===== config.mk =====
export PLATFORM = sky130hd
export DESIGN_NAME = biriscv_decode_fifo
export DESIGN_NICKNAME = d
export VERILOG_FILES = /design/src/rtl/biriscv_decode_fifo.sv
export SDC_FILE = /design/constraint.sdc
export NUM_CORES = 1
export LEC_CHECK = 0
export BUFFER_PORTS_ARGS = -buffer_cell sky130_fd_sc_hd__buf_2
export CORE_ASPECT_RATIO = 0.6
export CORE_MARGIN = 1.5
export CORE_UTILIZATION = 45
export CTS_CLUSTER_SIZE = 40
export DETAILED_ROUTE_END_ITERATION = 10
export GPL_TIMING_DRIVEN = 0
export PLACE_DENSITY = 0.67
export SETUP_SLACK_MARGIN = 0.5
export SLEW_MARGIN = 0
export SYNTH_ARGS = -nofsm -noshare
export SYNTH_HDL_FRONTEND = slang
export SYNTH_SLANG_ARGS = --single-unit
export TNS_END_PERCENT = 10

===== constraint.sdc =====
create_clock -name clk_i -period 11.8 [get_ports clk_i]
set_input_delay 2.36 -clock clk_i [delete_from_list [all_inputs] [get_ports clk_i]]
set_output_delay 2.36 -clock clk_i [all_outputs]
set_load 0.005 [all_outputs]

===== src/rtl/biriscv_decode_fifo.sv =====
// biriscv_decode_fifo: fetch-to-decode instruction queue with flush and fault blocking
module biriscv_decode_fifo #(
    parameter int DEPTH  = 4,
    parameter int ADDR_W = 2
) (
    input  logic              clk_i,
    input  logic              rst_i,
    input  logic              flush_i,
    input  logic              fetch_valid_i,
    input  logic [31:0]       fetch_pc_i,
    input  logic [31:0]       fetch_instr_i,
    input  logic              fetch_fault_i,
    output logic              fetch_accept_o,
    output logic              decode_valid_o,
    output logic [31:0]       decode_pc_o,
    output logic [31:0]       decode_instr_o,
    output logic              decode_fault_o,
    input  logic              decode_accept_i,
    output logic [ADDR_W:0]   level_o
);
    localparam logic [ADDR_W:0] FULL = (ADDR_W + 1)'(DEPTH);
    logic [ADDR_W-1:0] r_wr_ptr;
    logic [ADDR_W-1:0] r_rd_ptr;
    logic [ADDR_W:0]   r_count;
    logic              r_fault_block;
    logic [31:0]       r_pc    [DEPTH];
    logic [31:0]       r_instr [DEPTH];
    logic              r_fault [DEPTH];
    logic              w_empty;
    logic              w_push;
    logic              w_pop;
    // Handshakes and head-of-queue outputs; data is zeroed while empty so the decoder never sees stale words
    always_comb begin
        w_empty        = (r_count == '0);
        fetch_accept_o = ~rst_i & (r_count != FULL) & ~r_fault_block;
        decode_valid_o = ~w_empty & ~flush_i & ~rst_i;
        w_push         = fetch_valid_i & fetch_accept_o & ~flush_i;
        w_pop          = decode_valid_o & decode_accept_i;
        decode_pc_o    = w_empty ? 32'd0 : r_pc[r_rd_ptr];
        decode_instr_o = w_empty ? 32'd0 : r_instr[r_rd_ptr];
        decode_fault_o = w_empty ? 1'b0 : r_fault[r_rd_ptr];
        level_o        = r_count;
    end
    // Queue control state; reset and redirect both empty the queue and lift the fault block
    always_ff @(posedge clk_i) begin
        if (rst_i || flush_i) begin
            r_wr_ptr      <= '0;
            r_rd_ptr      <= '0;
            r_count       <= '0;
            r_fault_block <= 1'b0;
        end else begin
            r_wr_ptr      <= r_wr_ptr + ADDR_W'(w_push);
            r_rd_ptr      <= r_rd_ptr + ADDR_W'(w_pop);
            r_count       <= r_count + (ADDR_W + 1)'(w_push) - (ADDR_W + 1)'(w_pop);
            r_fault_block <= r_fault_block | (w_push & fetch_fault_i);
        end
    end
    // Entry storage, written only on an accepted push and never reset
    always_ff @(posedge clk_i) begin
        if (w_push) begin
            r_pc[r_wr_ptr]    <= fetch_pc_i;
            r_instr[r_wr_ptr] <= fetch_instr_i;
            r_fault[r_wr_ptr] <= fetch_fault_i;
        end
    end
endmodule


* After elaboration in Yosys (flattened, before gate mapping)
Memories as Yosys holds them, arrays and structs flattened. A register that Yosys moved wholly into a read port is not among the register bits.
Index checks and enable logic that the tools add are counted.
** Word-level totals
- Register bits after elaboration :: 8
- Bits in latches :: 0
- RAM bits :: 260
- Memory bits (read-only) :: 0
- Bits of input ports :: 70
- Word-level logic and storage cells :: 35
- Memories :: 3
** Operators by class
- $add $sub $neg :: 4
- $mul :: 0
- Div/mod/pow operators :: 0
- $lt $le $gt $ge :: 0
- Equality and inequality tests :: 1
- Shift operators :: 0
- Muxes and demuxes :: 8
- Bitwise gates (word level) :: 13
- Reduce and logical (&&, ||, !) cells :: 2
** Memories
- r_instr :: depth 4, bits a word 32, rd ports 1, clocked after memory_dff 1, wr ports 1, line 27 : logic [31:0] r_instr [DEPTH];
- r_pc :: depth 4, bits a word 32, rd ports 1, clocked after memory_dff 1, wr ports 1, line 26 : logic [31:0] r_pc [DEPTH];
- r_fault :: depth 4, bits a word 1, rd ports 1, clocked after memory_dff 1, wr ports 1, line 28 : logic r_fault [DEPTH];
** Operator list (count)
- $mux W32 :: 2
- $and A1 B1 Y1 :: 8
- $mux W2 :: 3
- $add A2 B1 Y2 :: 2
- $not A1 Y1 :: 4
- $add A3 B1 Y3 :: 1
- $logic_not A3 Y1 :: 1
- $mux W1 :: 3
- $ne A3 B3 Y1 const B :: 1
- $sub A3 B1 Y3 :: 1
- $logic_or A1 B1 Y1 :: 1
- $or A1 B1 Y1 :: 1

* Logic depth before layout (Yosys ltp)
- Depth in word-level cells :: 7
- Depth in mapped cells :: 8
- Depth with buffers taken out :: 8

* Worst setup path before layout
OpenSTA, ideal clock, no wires.
- Kind :: input to register
- From :: in fetch_valid_i
- To :: mem r_fault[1] (enable)
- Setup time :: 0.582 ns
- Data arrival time :: 7.523 ns
- Slack :: 3.695 ns
- Stages on the path :: 3
- Path buffers :: 0
- Cell sequence :: nor2b_1 -> nand3_1 -> nor3b_1
** Between the ends
- Word-level cells in the longest chain between the ends :: 4
** Ends and longest elaborated chain
- start, declared :: line 9 : input logic fetch_valid_i,
- $and A1 B1 Y1 (2 in series) :: line 37 : w_push = fetch_valid_i & fetch_accept_o & ~flush_i;
- $mux W1 :: line 60 : if (w_push) begin
- $mux W1 (implied by the code) :: line 63 : r_fault[r_wr_ptr] <= fetch_fault_i;
- end, declared :: line 28
No other way between the ends.

* Worst setup path in the final report
- From :: in rst_i
- To :: out decode_valid_o
** Between the ends
- Word-level cells in the longest chain between the ends :: 2
** Ends and longest elaborated chain
- start, declared :: line 7 : input logic rst_i,
- $not A1 Y1 :: line 36 : decode_valid_o = ~w_empty & ~flush_i & ~rst_i;
- $and A1 B1 Y1 :: line 36
- end, declared :: line 14 : output logic decode_valid_o,
No other way between the ends.

==> results.md <==
- Gate count after technology mapping: 460
- Post-CTS setup buffer count: 0
- Count of different cell masters after synthesis: 30
- I/O pin count: 140
- Rel. slew slack: 0.510
- Clock root cell: clkbuf_16
- # DRC: 0
- CP peak stage delay: 0.28 ns
- Layout net count: 722
- Die Span Y: 120 µm
- F_max: 0.176 GHz
- FF+latch count, synth: 268
- VDD IR max: 0.104 mV
- Starting density of the core: 0.462
- Setup-violating endpoint count in the final report: 0
- Layout Skew: 0.00715 ns
- ANT nets after route: 0
- CTS tree: yes
- Worst Path Arrival: 3.32 ns
- Max stage delay cell, worst path: or2_2
- Setup crit end kind: output port
- Core Area: 22200 µm²
- RD Place Congestion: 0.715
- Die Footprint: 23700 µm²
- Worst-Skew Late Latency: 0.50 ns
- Final worst slack: 6.12 ns
- Bufs and invs on worst path: 3
- Max clock buf depth: 3
- Area of the multi-input gates: 2140 µm²
- DR vias: 5021
- Critical path fanouts, max: 8
- Post-Place Cells: 930
- CP most frequent cell: buf_2
- Filler cells: 1717
- CTS buffer count: 25
- Critical Path Source Type: input port
- Initial antenna violation count: 1
- YS warnings: 0
- Die X: 198 µm
- DP Wirelength: 13900 µm
- Power Total: 1.82 mW
- Syn nets: 533
- Layout cells sized above 1: 0.417
- Max-slew violations: 0
- FF/Latch Area: 7970 µm²
- Largest net degree at the start of global routing: 29
- LEAKAGE: 4.17 nW
- Min Tclk post-route: 5.68 ns
- Pre-CTS WS: 6.14 ns
- Row cnt: 42
- Unrepaired setup endpoints after global routing: false
- Final period util: 0.481
- Violation count after the first detailed-route iteration: 254
- Clock transition at the registers of the reported paths: 0.06 ns
- First-pass GRT wire length: 31300 µm
- Number of global-route vias before repair: 5550
- Final std cells w/o fill: 974
- Syn Std Cell Area: 10200 µm²
- Critical Path RT: 9.44 ns
- H-tree depth: 1
- Buffers on Ports: 139
- Worst hold path class: reg -> reg
- Area Overhead vs Synth: 20.5%
- Least-Margin Pin Slew: 0.733 ns
- Global-route congestion overflow total: 0
- Via/cell ratio: 5.16
- PostCTS Resize Cnt: 0
- Hold Violations, Final: 0
- Setup CP Type: in -> out
- Total GRT Usage: 0.177
- Family with the most delay on the worst path: simple AND/OR/NAND/NOR gates
- CP Cell Sequence: buf_2, or2_2, clkbuf_1, nor2_1, buf_2
- Final WL: 20100 µm
- Drt pass-1 iters: 4
- WL/cell: 20.7 µm
- Clk sinks: 268
- Power per cell area: 147 nW/µm²
- Hold Buf Count CTS: 0
- Final Core Density: 0.556
- WHS: 0.510 ns
- Post-Syn Area per Cell: 22.3 µm²
- Seq/Total Area, Yosys: 0.778
- # Max-Cap Violations: 0
- Outcome: complete, no violations
through the flow:
stage	TNS (ns)	area [µm²]
final	0	12300
after global routing	0	12300
after CTS	0	12300
after detailed placement	0	11600
after global placement	-48.29	11300
after floorplan	0	10200
power by group:
group          total, mW  internal [mW]  switching [mW]
Clock              0.709          0.389           0.321
Sequential          1.05           1.05         0.00216
Combinational     0.0536         0.0252          0.0284
synth_stat cells:
cell type  number  area (µm²)
nor3_2          1        10.0
o21ai_1         1        5.00
or3b_1          1        8.76
xnor2_1         3        26.3
buf_1           3        11.3
nand3_1         2        10.0
a21oi_1         2        10.0
buf_6           5        56.3
fa_1            1        20.0
clkbuf_1        7        26.3
nor3b_1         3        22.5
o31ai_1         1        7.51
buf_4           3        22.5
and2_1          3        18.8
or3_1           1        6.26
or2_2           1        6.26
mux4_2         65        1460
edfxtp_1      260        7810
a31oi_1         1        6.26
nor3_1          1        5.00
dfxtp_1         8         160
buf_2           5        25.0
nand2_1         2        7.51
nor2b_1        66         413
or2_1           1        6.26
ha_1            2        25.0
nor2_1          7        26.3
inv_1           2        7.51
xor2_1          1        8.76
a21o_1          1        7.51
final timing paths:
path	slack, ns	end	cells after the start	from
max	6.12	decode_valid_o	5	rst_i
min	0.51	r_fault_block	2	r_fault_block
max reg2reg	9.31	r_pc[1][26]	6	level_o[1]
min reg2reg	0.51	r_fault_block	2	r_fault_block
sequential cells by signal (all words and copies together), names as in the netlist:
register and flops:
level_o 3, r_rd_ptr 2, r_fault_block 1, r_instr 128, r_wr_ptr 2, r_fault 4
r_pc 128
kinds of logic (layout without fill, tap and decap cells):
| kind of cell | after synthesis | count (layout) | synth area share |
|---|---|---|---|
| simple gates | 89 | 89 | 0.0528 |
| mux | 65 | 65 | 0.143 |
| compound gates | 6 | 6 | 0.00354 |
| buf+inv | 25 | 230 | 0.0145 |
| flops | 268 | 268 | 0.778 |
| fa+ha+maj | 3 | 3 | 0.00440 |
| other cells | 0 | 1 | 0 |
| xor+xnor | 4 | 4 | 0.00342 |
final cells by class:
cell class	instances	share of cell area
plain buffers	23	0.0115
flip-flops and latches	268	0.646
clock inverters	11	0.00446
multi-input cells	167	0.174
clock buffers	32	0.0528
repair buffers	162	0.0797
inverters	2	0.000608
well taps	308	0.0312
diodes	1	0.000203
layer usage:
layer | global-route usage | vias up | wire length (µm)
met3 | 0.0416 | 20 | 1200
li1 | - | 2246 | -
met1 | 0.249 | 2631 | 9060
met5 | 0 | - | 0
met4 | 0.0344 | 0 | 291
met2 | 0.287 | 124 | 9560
worst reg2reg max path, cell delays in order (launching register included):
cell     delay (ns)
dfxtp_1        0.45
or3b_1         0.24
nand3_1        0.28
nor3b_2        0.64
buf_6          0.26
buf_6          0.16
buf_6          0.18
layout by cell type, fill, tap and decap left out, types with 3 or more instances in the layout:
cell type    n
xnor2_1      3
nor2b_1     66
buf_8        3
buf_1        3
buf_6       23
mux4_2      65
edfxtp_1   260
and2_1       3
dfxtp_1      8
nor2_1       6
buf_4        3
clkinv_2     4
clkbuf_1    14
buf_2      144
clkinv_1     5
clkbuf_16   25
Power figures use the tool's default switching activity.
